`src/rtl/frame_len_acc_pkg.sv`:
```
// Shared types and constants for the frame length accumulator.
package frame_len_acc_pkg;

    typedef enum logic {
        ACC  = 1'b0,
        HOLD = 1'b1
    } state_t;

    // All-ones keep mask for a beat of w bytes (w <= 64).
    function automatic logic [63:0] keep_all_ones(input int unsigned w);
        return {64{1'b1}} >> (64 - w);
    endfunction

endpackage

```
`src/rtl/frame_len_acc_thermo_to_len.sv`:
```
// Thermometer keep mask to byte count: number of set bits in keep.
module thermo_to_len #(
    parameter int KEEP_W = 8,
    parameter int LEN_W  = $clog2(KEEP_W + 1)
) (
    input  logic [KEEP_W-1:0] keep,
    output logic [LEN_W-1:0]  len
);

    always_comb begin
        len = '0;
        for (int i = 0; i < KEEP_W; i++) begin
            len = len + LEN_W'(keep[i]);
        end
    end

endmodule

```
`src/rtl/frame_len_acc.sv`:
```
// Per-frame valid-byte accumulator with a held valid/ready result port.
// Optional keep checking and err output: define FRAME_LEN_ACC_CHECK_EN.
module frame_len_acc
    import frame_len_acc_pkg::*;
#(
    parameter int KEEP_W = 8,
    parameter int LEN_W  = $clog2(KEEP_W + 1),
    parameter int CNT_W  = 16
) (
    input  logic              clk,
    input  logic              rst,
    input  logic              in_valid_i,
    output logic              in_ready_o,
    input  logic [KEEP_W-1:0] in_keep_i,
    input  logic              in_last_i,
    output logic              len_valid_o,
    input  logic              len_ready_i,
    output logic [CNT_W-1:0]  len_o,
    output logic              len_ovf_o
`ifdef FRAME_LEN_ACC_CHECK_EN
    ,
    output logic              err_o
`endif
);

    localparam logic [CNT_W-1:0] FULL_BEAT = CNT_W'(KEEP_W);

    state_t           state;
    logic [CNT_W-1:0] acc;
    logic             ovf_acc;
    logic [LEN_W-1:0] beat_len;
    logic [CNT_W-1:0] addend;
    logic [CNT_W:0]   sum;
    logic [CNT_W-1:0] sum_sat;
    logic             sum_ovf;

    thermo_to_len #(
        .KEEP_W (KEEP_W),
        .LEN_W  (LEN_W)
    ) u_thermo_to_len (
        .keep (in_keep_i),
        .len  (beat_len)
    );

    // Non-last beats count as full whatever their keep says.
    assign addend  = in_last_i ? CNT_W'(beat_len) : FULL_BEAT;
    assign sum     = {1'b0, acc} + {1'b0, addend};
    assign sum_ovf = sum[CNT_W];
    assign sum_sat = sum_ovf ? {CNT_W{1'b1}} : sum[CNT_W-1:0];

    assign in_ready_o = (state == ACC);

`ifdef FRAME_LEN_ACC_CHECK_EN
    localparam logic [KEEP_W-1:0] KEEP_FULL = KEEP_W'(keep_all_ones(KEEP_W));

    logic             err_acc;
    logic             beat_err;
    logic [KEEP_W-1:0] keep_inc;

    assign keep_inc = in_keep_i + KEEP_W'(1);
    assign beat_err = ((in_keep_i & keep_inc) != '0) ||
                      (!in_last_i && (in_keep_i != KEEP_FULL));
`endif

    always_ff @(posedge clk) begin
        if (rst) begin
            state       <= ACC;
            acc         <= '0;
            ovf_acc     <= 1'b0;
            len_valid_o <= 1'b0;
            len_o       <= '0;
            len_ovf_o   <= 1'b0;
`ifdef FRAME_LEN_ACC_CHECK_EN
            err_acc     <= 1'b0;
            err_o       <= 1'b0;
`endif
        end else begin
            case (state)
                ACC: begin
                    if (in_valid_i) begin
                        if (in_last_i) begin
                            len_o       <= sum_sat;
                            len_ovf_o   <= ovf_acc | sum_ovf;
                            len_valid_o <= 1'b1;
                            acc         <= '0;
                            ovf_acc     <= 1'b0;
                            state       <= HOLD;
`ifdef FRAME_LEN_ACC_CHECK_EN
                            err_o       <= err_acc | beat_err;
                            err_acc     <= 1'b0;
`endif
                        end else begin
                            acc     <= sum_sat;
                            ovf_acc <= ovf_acc | sum_ovf;
`ifdef FRAME_LEN_ACC_CHECK_EN
                            err_acc <= err_acc | beat_err;
`endif
                        end
                    end
                end
                HOLD: begin
                    // len_valid_o is always high in HOLD, so ready alone completes the handshake.
                    if (len_ready_i) begin
                        len_valid_o <= 1'b0;
                        state       <= ACC;
`ifdef FRAME_LEN_ACC_CHECK_EN
                        err_o       <= 1'b0;
`endif
                    end
                end
                default: state <= ACC;
            endcase
        end
    end

endmodule
```
`config.mk`:
```
export PLATFORM = sky130hd
export DESIGN_NAME = frame_len_acc
export DESIGN_NICKNAME = d
export VERILOG_FILES = /design/src/rtl/frame_len_acc_pkg.sv /design/src/rtl/frame_len_acc_thermo_to_len.sv /design/src/rtl/frame_len_acc.sv
export SDC_FILE = /design/constraint.sdc
export NUM_CORES = 1
export LEC_CHECK = 0
export BUFFER_PORTS_ARGS = -buffer_cell sky130_fd_sc_hd__buf_2
export CAP_MARGIN = 20
export CORE_MARGIN = 2
export CORE_UTILIZATION = 40
export CTS_BUF_LIST = sky130_fd_sc_hd__clkbuf_8 sky130_fd_sc_hd__clkbuf_16
export DETAILED_ROUTE_END_ITERATION = 12
export PLACE_DENSITY = 0.67
export SYNTH_ARGS = -nofsm -noshare
export SYNTH_HDL_FRONTEND = slang
export SYNTH_HIERARCHICAL = 1
export SYNTH_SLANG_ARGS = --single-unit
export TNS_END_PERCENT = 5
```
`constraint.sdc`:
```
create_clock -name clk -period 6 [get_ports clk]
set_input_delay 0.9 -clock clk [delete_from_list [all_inputs] [get_ports clk]]
set_output_delay 0.9 -clock clk [all_outputs]
set_load 0.05 [all_outputs]
```
# Word-level counts from Yosys, hierarchy flattened
# Cells that the tools add are included.
# word_totals
regBits	36
inputBits	13
output_inout_bits	19
word_cells	34
# classes
n_addsub	8
n_eq_ne	3
muxes	12
n_bitwise	2
reduce_logical	3
# op_table
cell	count
16-bit two-way mux	2
4-bit by 1-bit adder with 4-bit output	6
16-bit by 4-bit adder with 17-bit output	1
1-bit two-way mux	7
3-bit AND reduction	2
4-bit two-way mux	1
2-bit inequality test (second input constant)	2
1-bit one-hot mux with 2 select lines	2
1-bit by 1-bit adder with 2-bit output	1
2-bit by 1-bit inequality test with 1-bit output (second input constant)	1
2-bit AND reduction	1
1-bit inverter	1
1-bit bitwise OR	1

# Longest topological paths before layout
# Gate-level depths: netlist of the first run.
# logic_depth
depth_word	11
mapped_depth	17
mapped_depth_nobuf	16

# Cells and area by module
# Netlist of the first run, hierarchy kept.
# by_module_without_submodules
mod	instances	cells_per_inst	area_each_um2
frame_len_acc	1	202	1805.5
thermo_to_len	1	24	190.2

# Least setup slack after synthesis of the first run
# No wires, ideal clock.
# synth_path
path_type	input to register
startpoint	input in_keep_i[0]
endpoint	register len_o[8]
setup_ps	122
t_arrival_ps	4837
t_required_ps	5878
path_slack_ps	1041
path_stages	16
n_path_buf	0
path_cell_list	inv_1 > fa_1 > fa_1 > fa_1 > inv_1 > ha_1 > inv_1 > fa_1 > inv_1 > and2_1 > fa_1 > a211o_1 > and3_1 > and3_2 > xor2_1 > a221o_1
# synth_between
elab_chain_len	10
# synth_rtl
element	line_no	text
start, declared	frame_len_acc.sv:14	input logic [KEEP_W-1:0] in_keep_i,
1-bit by 1-bit adder with 2-bit output	frame_len_acc_thermo_to_len.sv:13	len = len + LEN_W'(keep[i]);
4-bit by 1-bit adder with 4-bit output (6 in a row)	frame_len_acc_thermo_to_len.sv:13	
net beat_len[1]	frame_len_acc.sv:31	logic [LEN_W-1:0] beat_len;
4-bit two-way mux	frame_len_acc.sv:46	assign addend = in_last_i ? CNT_W'(beat_len) : FULL_BEAT;
16-bit by 4-bit adder with 17-bit output	frame_len_acc.sv:47	assign sum = {1'b0, acc} + {1'b0, addend};
16-bit two-way mux	frame_len_acc.sv:49	assign sum_sat = sum_ovf ? {CNT_W{1'b1}} : sum[CNT_W-1:0];
end signal, assigned	frame_len_acc.sv:82	len_o <= sum_sat;
end, declared	frame_len_acc.sv:18	output logic [CNT_W-1:0] len_o,
# The timed path passes the listed nets, and every way through them passes these cells.
# A chain may end at the register's enable or synchronous reset.

# Worst setup path after layout of the first run
# layout_path
startpoint	input in_keep_i[0]
endpoint	register acc[5]
# layout_between
elab_chain_len	11
# layout_rtl
element	line_no	text
1-bit by 1-bit adder with 2-bit output	frame_len_acc_thermo_to_len.sv:13	
4-bit by 1-bit adder with 4-bit output (6 in a row)	frame_len_acc_thermo_to_len.sv:13	
net beat_len[2]	frame_len_acc.sv:31	
4-bit two-way mux	frame_len_acc.sv:46	
16-bit by 4-bit adder with 17-bit output	frame_len_acc.sv:47	
16-bit two-way mux	frame_len_acc.sv:49	
16-bit two-way mux	frame_len_acc.sv:81	if (in_last_i) begin
end signal, assigned	frame_len_acc.sv:93	acc <= sum_sat;
end, declared	frame_len_acc.sv:29	logic [CNT_W-1:0] acc;
# The timed path passes the listed nets, and every way through them passes these cells.

==> impl_metrics.toml, run 1 <==
[worst_setup_path]
path_class = "in2reg"
crit_slowest_cell = "nor3_1"
path_buf_inv = 4
crit_top_cell = "fa_1"
crit_path_start_kind = "primary input"
cp.arrival_ns = 5.39
cp-end-kind = "register"
critPathTopFamily = "adder cells"
crit_path_max_fanout = 12
crit_path_max_incr_delay_ns = 0.82
crit_required_ns = 6.21
path_cells = "buf_2 > inv_1 > fa_1 > fa_1 > fa_1 > inv_1 > ha_1 > inv_1 > fa_1 > xnor2_1 > and2_1 > ha_1 > a211o_1 > nand3_1 > nor3_1 > nor2_1 > a311oi_1"

[detailed_routing]
vias = 1728
routed_via_density = 5.38
drtIter0Drc = 112
ant_nets = 0
drc = 0
wl_um = 4370
routedWlPerCell_um = 13.6
firstDrtPassIters = 4

[place]
dpl_cell_area_um2 = 2190
port-buffer-count = 31
gp_congestion = 0.822
hpwl_um = 3080

[power]
ir_drop_mv = 0.154
leakage_uw = 0.00106
p_per_area_nw_per_um2 = 243
finalPower_uw = 557

[sta]
hold_viol = 0
finClkSkew_ns = 0.00813
slew-limit-headroom_pct = 32.7
fin_crit_sh_pct = 86.3
tns_ns = 0
period_needed_ns = 5.18
drv_slew = 0
setup_violations = 0
fmax_ghz = 0.193
rsz0062_at_grt = "false"
worst_pin_slew_ns = 1.00

[synth]
yosys.area.top_type = "dfxtp_1"
synth_seq_cells = 36
synth.top_cell.area_share_pct = 36.1
avgSynthCellArea_um2 = 8.83
synth.area.top_cells = "dfxtp_1 36%, fa_1 5.0%, a21oi_1 4.5%, nand2_1 4.5%, ha_1 4.4%"
async_flop_share_pct = 0
synthesis.area_um2 = 2000
yosysUniqueCellTypes = 47
syn_nets = 251
ys.flop_type = "dfxtp_1"
yosys_warnings = 6
synth_most_common_cell = "dfxtp_1"
synth_edf_count = 0
synth-seq-area-share_pct = 36.1
netlist_top_cells_count = "36 x dfxtp_1, 24 x nand2_1, 18 x a21oi_1"
netlist_instances = 226

[clock_tree]
path_clk_slew_ns = 0.07
clockBufferDepth = 2
cts.sinks = 36
root_buffer = "clkbuf_8"
cts_tree = "yes"
post_cts_resized = 0
cts_setup_buffers = 0
cts_hold_buf = 0
numCtsBuffers = 5
htreeDepth = 2
worstSkewPairLatency_ns = 0.30

[min_path]
hold_path_class = "reg2reg"

[global_route]
grt_start_max_net_pins = 20
grt_overflow_total = 0
antenna_found_initial = 0
grt_pass1_vias = 1595
grt_pass1_wl_um = 7580
grt_usage_pct = 17.7

[flow_run]
max_cap_violations = 0

[cells_and_area]
nNetsFinal = 278
antenna_cells = 0
seq_area_um2 = 721
n_fill_cell = 500
multi_input_area_um2 = 1150
postLayoutCellArea_um2 = 2290
areaGrowthSynthToFinish_pct = 15.0
drive_gt1_share_pct = 21.3

[die]
core_um2 = 4750
die_w_um = 74.6
io_pins = 32
die-area_um2 = 5570
rows = 25
die_y_um = 74.6
initial_utilization_pct = 42.0

[status]
status = "completed"
through the flow:
stage               instances  util (%)  worst slack, ns  hold slack (ns)
floorplan                 226         -             1.04            0.432
global placement          313      46.0            0.678            0.419
detailed placement        313      46.0            0.469            0.426
CTS                       321      48.3            0.795            0.437
global route              321      48.3            0.462            0.448
finish                    321      48.3            0.821            0.432
cells by family after synthesis:
family	share of synthesized area, %
AOI/OAI and AO/OA	25.3
xor gates and xnor gates	4.83
adders and majority gates	9.40
buffers and inverters	6.14
DFF	36.1
and+or+nand+nor	18.2
layer usage:
layer	global-route usage [%]	vias to the layer above	wire length, um	share of wire, %
li1	-	871	-	-
met3	3.75	7	192	4.4
met1	24.6	816	2140	49
met5	0	-	0	0
met2	27.5	34	1970	45
met4	5.95	0	69	1.6
layout make-up:
| class | count | area share, % |
|---|---|---|
| flip-flops and latches | 36 | 31.4 |
| multi-input cells | 161 | 50.2 |
| repair buffers | 33 | 7.42 |
| clock buffers | 5 | 3.00 |
| inverters | 16 | 2.62 |
| clock inverters | 3 | 1.69 |
| well taps | 67 | 3.65 |
state kept, by name (all words and copies together), names as in the netlist:
signal	flops
len_ovf_o	1
state	1
acc	16
len_o	16
ovf_acc	1
len_valid_o	1
layout by cell type (no fill, tap or decap), types with 5 or more instances in the layout:
master,n
fa_1,5
nand3_1,6
dfxtp_1,36
nand2_1,24
a221o_1,6
xor2_1,6
and2_1,5
clkbuf_8,5
inv_1,17
buf_2,31
nand4_1,5
nor2_1,8
xnor2_1,5
o21ai_0,14
ha_1,7
a21oi_1,18
worst paths after layout:
path	startpoint	to	depth (start not counted)	slack [ns]
max reg2reg	acc[0]$_SDFFE_PP0P_	acc[5]$_SDFFE_PP0P_	7	3.47
min reg2reg	len_o[5]$_SDFFE_PP0P_	len_o[5]$_SDFFE_PP0P_	2	0.43
max	in_keep_i[0]	acc[5]$_SDFFE_PP0P_	17	0.82
min	len_o[5]$_SDFFE_PP0P_	len_o[5]$_SDFFE_PP0P_	2	0.43
worst reg2reg max path, delay by kind of cell, from the launching register on:
kind / cells / cell delay, ns
and+or+nand+nor: 3 / 1.16
AOI/OAI and AO/OA: 2 / 0.49
adders and majority gates: 2 / 0.44
DFF: 1 / 0.34
report_power, final:
group	switching, uW	total (uW)	internal, uW
Combinational	62.1	98.9	36.9
Sequential	3.22	247	244
Clock	89.3	211	122
Total	155	557	403
Power figures use the tool's default switching activity.
==> inputs of run 2 (changes only) <==
--- a/config.mk
+++ b/config.mk
@@ -11,6 +11,7 @@
 export CORE_UTILIZATION = 40
 export CTS_BUF_LIST = sky130_fd_sc_hd__clkbuf_8 sky130_fd_sc_hd__clkbuf_16
 export DETAILED_ROUTE_END_ITERATION = 12
+export MAX_ROUTING_LAYER = met4
 export PLACE_DENSITY = 0.67
 export SYNTH_ARGS = -nofsm -noshare
 export SYNTH_HDL_FRONTEND = slang
==> impl_metrics.toml, run 2 (synthesis gave the netlist of run 1 again) <==
[detailed_routing]
ant_nets = 0
routedWlPerCell_um = 13.6
routed_via_density = 5.40
drc = 0
drtIter0Drc = 117
vias = 1732
firstDrtPassIters = 4
wl_um = 4370

[clock_tree]
clockBufferDepth = 2
path_clk_slew_ns = 0.07
root_buffer = "clkbuf_8"
cts_hold_buf = 0
cts.sinks = 36
worstSkewPairLatency_ns = 0.29
htreeDepth = 2
numCtsBuffers = 5
cts_setup_buffers = 0
post_cts_resized = 0
cts_tree = "yes"

[power]
leakage_uw = 0.00106
p_per_area_nw_per_um2 = 242
comb_power_share_pct = 17.8
pwr-share-clk_pct = 37.7
p_int_uw = 403
ir_drop_mv = 0.154
switching_power_uw = 154
swShare_pct = 27.6
seqPwrFrac_pct = 44.5
finalPower_uw = 556

[worst_setup_path]
critPathTopFamily = "adder cells"
crit_path_max_fanout = 12
startpoint = "in_keep_i[0]"
r2r_cells = 7
crit_top_cell = "fa_1"
cp-end-kind = "register"
crit_slowest_cell = "nor3_1"
r2r-start = "acc[0]$_SDFFE_PP0P_"
cp.arrival_ns = 5.39
r2r-end = "acc[5]$_SDFFE_PP0P_"
crit_path_start_kind = "primary input"
path_cells = "buf_2 > inv_1 > fa_1 > fa_1 > fa_1 > inv_1 > ha_1 > inv_1 > fa_1 > xnor2_1 > and2_1 > ha_1 > a211o_1 > nand3_1 > nor3_1 > nor2_1 > a311oi_1"
r2r_slack_ns = 3.47
path_class = "in2reg"
crit_cells = 17
path_buf_inv = 4
crit_required_ns = 6.20
crit_path_max_incr_delay_ns = 0.82

[sta]
hold_viol = 0
tns_ns = 0
worst_pin_slew_ns = 1.00
fin_crit_sh_pct = 86.4
finClkSkew_ns = 0.00816
fmax_ghz = 0.193
setup_violations = 0
rsz0062_at_grt = "false"
whs_ns = 0.432
period_needed_ns = 5.18
drv_slew = 0
slew-limit-headroom_pct = 32.7

[die]
die-area_um2 = 5570
io_pins = 32
core_um2 = 4750
die_w_um = 74.6
rows = 25
die_y_um = 74.6
initial_utilization_pct = 42.0

[place]
hpwl_um = 3080
dpl.cell_count = 313
port-buffer-count = 31
gp_congestion = 0.835

[cells_and_area]
nNetsFinal = 278
drive_gt1_share_pct = 21.3
final_common_cell = "dfxtp_1"
instances_no_fill = 321
final_core_util_pct = 48.3
areaGrowthSynthToFinish_pct = 15.0
final_cell_mix = "36 x dfxtp_1, 31 x buf_2, 24 x nand2_1"
top_regs = "acc: 16 flops, len_o: 16 flops"
antenna_cells = 0

[global_route]
grt_start_max_net_pins = 20
use_met2_pct = 27.5
antenna_found_initial = 0
busiest_layer = "met2"
grt_usage_pct = 18.3
use_met1_pct = 24.7
met3_usage_pct = 3.61
grt_pass1_vias = 1594
grt_overflow_total = 0
grt_pass1_wl_um = 7580

[min_path]
hold_path_class = "reg2reg"
hold_path_depth = 2
min_to = "len_o[5]$_SDFFE_PP0P_"
hold_path_startpoint = "len_o[5]$_SDFFE_PP0P_"

[flow_run]
max_cap_violations = 0

[status]
status = "completed"
==> run 2: how the worst max path moves through the flow <==
stage / slack, ns / end
after global placement: 0.68 / acc[5]$_SDFFE_PP0P_
after CTS: 0.80 / acc[5]$_SDFFE_PP0P_
after detailed placement: 0.47 / acc[5]$_SDFFE_PP0P_
final: 0.82 / acc[5]$_SDFFE_PP0P_
after floorplan: 1.04 / len_o[8]$_SDFFE_PP0P_
after global routing: 0.46 / acc[15]$_SDFFE_PP0P_
==> run 2: cell type report <==
type | instances | area [um2]
well taps | 67 | 83.8
multi-input cells | 161 | 1150
clock buffers | 5 | 68.8
repair buffers | 33 | 170
flip-flops and latches | 36 | 721
inverters | 16 | 60.1
clock inverters | 3 | 38.8
fillers | 500 | 2460
==> run 2: tightest hold or removal path, delay by kind of cell (launching register included) <==
kind	cells	cell delay, ns
flip-flops	1	0.31
AND/OR/NAND/NOR	2	0.09
==> run 2: power by group through the flow <==
stage	sequential, uW	combinational [uW]	clock (uW)
final	247	98.9	210
after global routing	248	114	225
after floorplan	262	64.7	0
after CTS	247	100	215
after detailed placement	253	99.9	0
after global placement	253	97.1	0
==> run 2: per-stage QoR <==
step	setup WS (ns)	cell area [um2]
after global placement	0.678	2190
after CTS	0.795	2290
after detailed placement	0.469	2190
after floorplan	1.04	2000
final	0.817	2290
after global routing	0.463	2290
==> run 2: metal layers <==
metal	share of wire (%)	routed length (um)
met5	0	0
met4	1.3	55
met3	4.5	195
met2	45	1980
met1	49	2140
==> inputs of run 3 (changes only) <==
--- a/config.mk
+++ b/config.mk
@@ -8,11 +8,11 @@
 export BUFFER_PORTS_ARGS = -buffer_cell sky130_fd_sc_hd__buf_2
 export CAP_MARGIN = 20
 export CORE_MARGIN = 2
-export CORE_UTILIZATION = 40
+export CORE_UTILIZATION = 56
 export CTS_BUF_LIST = sky130_fd_sc_hd__clkbuf_8 sky130_fd_sc_hd__clkbuf_16
 export DETAILED_ROUTE_END_ITERATION = 12
 export MAX_ROUTING_LAYER = met4
-export PLACE_DENSITY = 0.67
+export PLACE_DENSITY = 0.86
 export SYNTH_ARGS = -nofsm -noshare
 export SYNTH_HDL_FRONTEND = slang
 export SYNTH_HIERARCHICAL = 1
==> impl_metrics.toml, run 3 (synthesis gave the netlist of run 1 again) <==
[place]
dpl.cell_count = 292
dpl_cell_area_um2 = 2160
gp_congestion = 0.786
port-buffer-count = 31
hpwl_um = 2930
pre_cts_ws_ns = 0.610

[global_route]
grt_pass1_vias = 1576
grt_overflow_total = 0
grt_start_max_net_pins = 20
grt_usage_pct = 22.9
antenna_found_initial = 0
grt_pass1_wl_um = 7130

[worst_setup_path]
crit_path_max_fanout = 12
crit_slowest_cell = "nor3_1"
cp-end-kind = "register"
r2r-start = "acc[0]$_SDFFE_PP0P_"
path_cells = "buf_2 > inv_1 > fa_1 > fa_1 > fa_1 > inv_1 > ha_1 > inv_1 > fa_1 > xnor2_1 > and2_1 > ha_1 > a211o_1 > nand3_1 > nor3_1 > nor2_1 > a311oi_1"
path_class = "in2reg"
r2r_slack_ns = 3.48
r2r-end = "len_o[9]$_SDFFE_PP0P_"
crit_top_cell = "fa_1"
critPathTopFamily = "adder cells"
crit_path_start_kind = "primary input"
r2r_cells = 7
cp.arrival_ns = 5.33
crit_path_max_incr_delay_ns = 0.77
crit_required_ns = 6.20
path_buf_inv = 4

[cells_and_area]
areaGrowthSynthToFinish_pct = 13.1
postLayoutCellArea_um2 = 2260
nNetsFinal = 278
top_regs = "acc: 16 flops, len_o: 16 flops"
final_cell_mix = "36 x dfxtp_1, 31 x buf_2, 24 x nand2_1"
antenna_cells = 0
drive_gt1_share_pct = 21.3
instances_no_fill = 299
final_common_cell = "dfxtp_1"

[detailed_routing]
ant_nets = 0
wl_um = 4170
met3_length_um = 306
top_layer = "met4"
routedWlPerCell_um = 13.9
firstDrtPassIters = 5
drc = 0
drtIter0Drc = 138
wl_met1_um = 1870
wl_met2_um = 1920
routed_via_density = 5.81
vias = 1737

[clock_tree]
cts_hold_buf = 0
cts.sinks = 36
root_buffer = "clkbuf_8"
cts_setup_buffers = 0
numCtsBuffers = 5
path_clk_slew_ns = 0.07
cts_tree = "yes"
clockBufferDepth = 2
htreeDepth = 2
worstSkewPairLatency_ns = 0.29
post_cts_resized = 0

[sta]
tns_ns = 0
drv_slew = 0
finClkSkew_ns = 0.00597
period_needed_ns = 5.12
setup_violations = 0
worst_pin_slew_ns = 0.972
slew-limit-headroom_pct = 35.0
rsz0062_at_grt = "false"
fin_crit_sh_pct = 85.4
fmax_ghz = 0.195
fin_ws_ns = 0.875
hold_viol = 0

[die]
rows = 21
core_um2 = 3390
die-area_um2 = 4060
initial_utilization_pct = 58.9
die_w_um = 63.7
die_y_um = 63.7
io_pins = 32

[power]
p_per_area_nw_per_um2 = 234
leakage_uw = 0.00105
ir_drop_mv = 0.148

[min_path]
hold_path_startpoint = "len_o[5]$_SDFFE_PP0P_"
hold_path_class = "reg2reg"
hold_path_depth = 2
min_to = "len_o[5]$_SDFFE_PP0P_"

[flow_run]
max_cap_violations = 0

[status]
status = "completed"
==> run 3: changes by cell type in the layout (fill, tap and decap cells not counted), sizes merged <==
cell / previous run / this run
clkbuf: 5 / 7
inv: 17 / 16
bufinv: 1 / 0
clkinv: 1 / 0
==> run 3: tightest hold or removal path: cells and delay by family (launching register included) <==
family           cells  cell delay (ns)
DFF                  1             0.31
and+or+nand+nor      2             0.09
==> run 3: area by class of cell <==
cell class / instances / area, um2
fillers: 282 / 1130
multi-input cells: 161 / 1150
repair buffers: 33 / 170
inverters: 16 / 60.1
clock buffers: 7 / 96.3
flip-flops and latches: 36 / 721
well taps: 46 / 57.6
==> run 3: metal layers <==
metal	track usage, %	up-vias
met5	-	-
met4	10.1	0
met3	5.71	9
met2	33.9	60
met1	29.6	800
li1	-	868
==> run 3: stage by stage <==
step           util, %  hold slack (ns)  power (uW)
3_5_place_dp      63.8            0.428         351
2_1_floorplan        -            0.432         327
6_report          66.6            0.434         529
3_3_place_gp      63.8            0.423         348
5_1_grt           66.6            0.453         557
4_1_cts           66.6            0.437         532
==> run 3: power breakdown <==
group	leakage, uW	switching (uW)	internal (uW)
logic	0.000709	61.5	36.8
clock network	0.0000503	80.7	102
registers	0.000291	3.28	244
total	0.00105	145	383
==> run 3: how the worst max path moves through the flow <==
stage	from	to	slack, ns	cells past startpoint
2_1_floorplan	in_keep_i[0]	len_o[8]$_SDFFE_PP0P_	1.04	16
3_3_place_gp	in_keep_i[0]	acc[5]$_SDFFE_PP0P_	0.75	17
3_5_place_dp	in_keep_i[0]	acc[5]$_SDFFE_PP0P_	0.61	17
4_1_cts	in_keep_i[0]	acc[3]$_SDFFE_PP0P_	0.88	17
5_1_grt	in_keep_i[1]	acc[15]$_SDFFE_PP0P_	0.54	17
6_report	in_keep_i[0]	acc[5]$_SDFFE_PP0P_	0.88	17
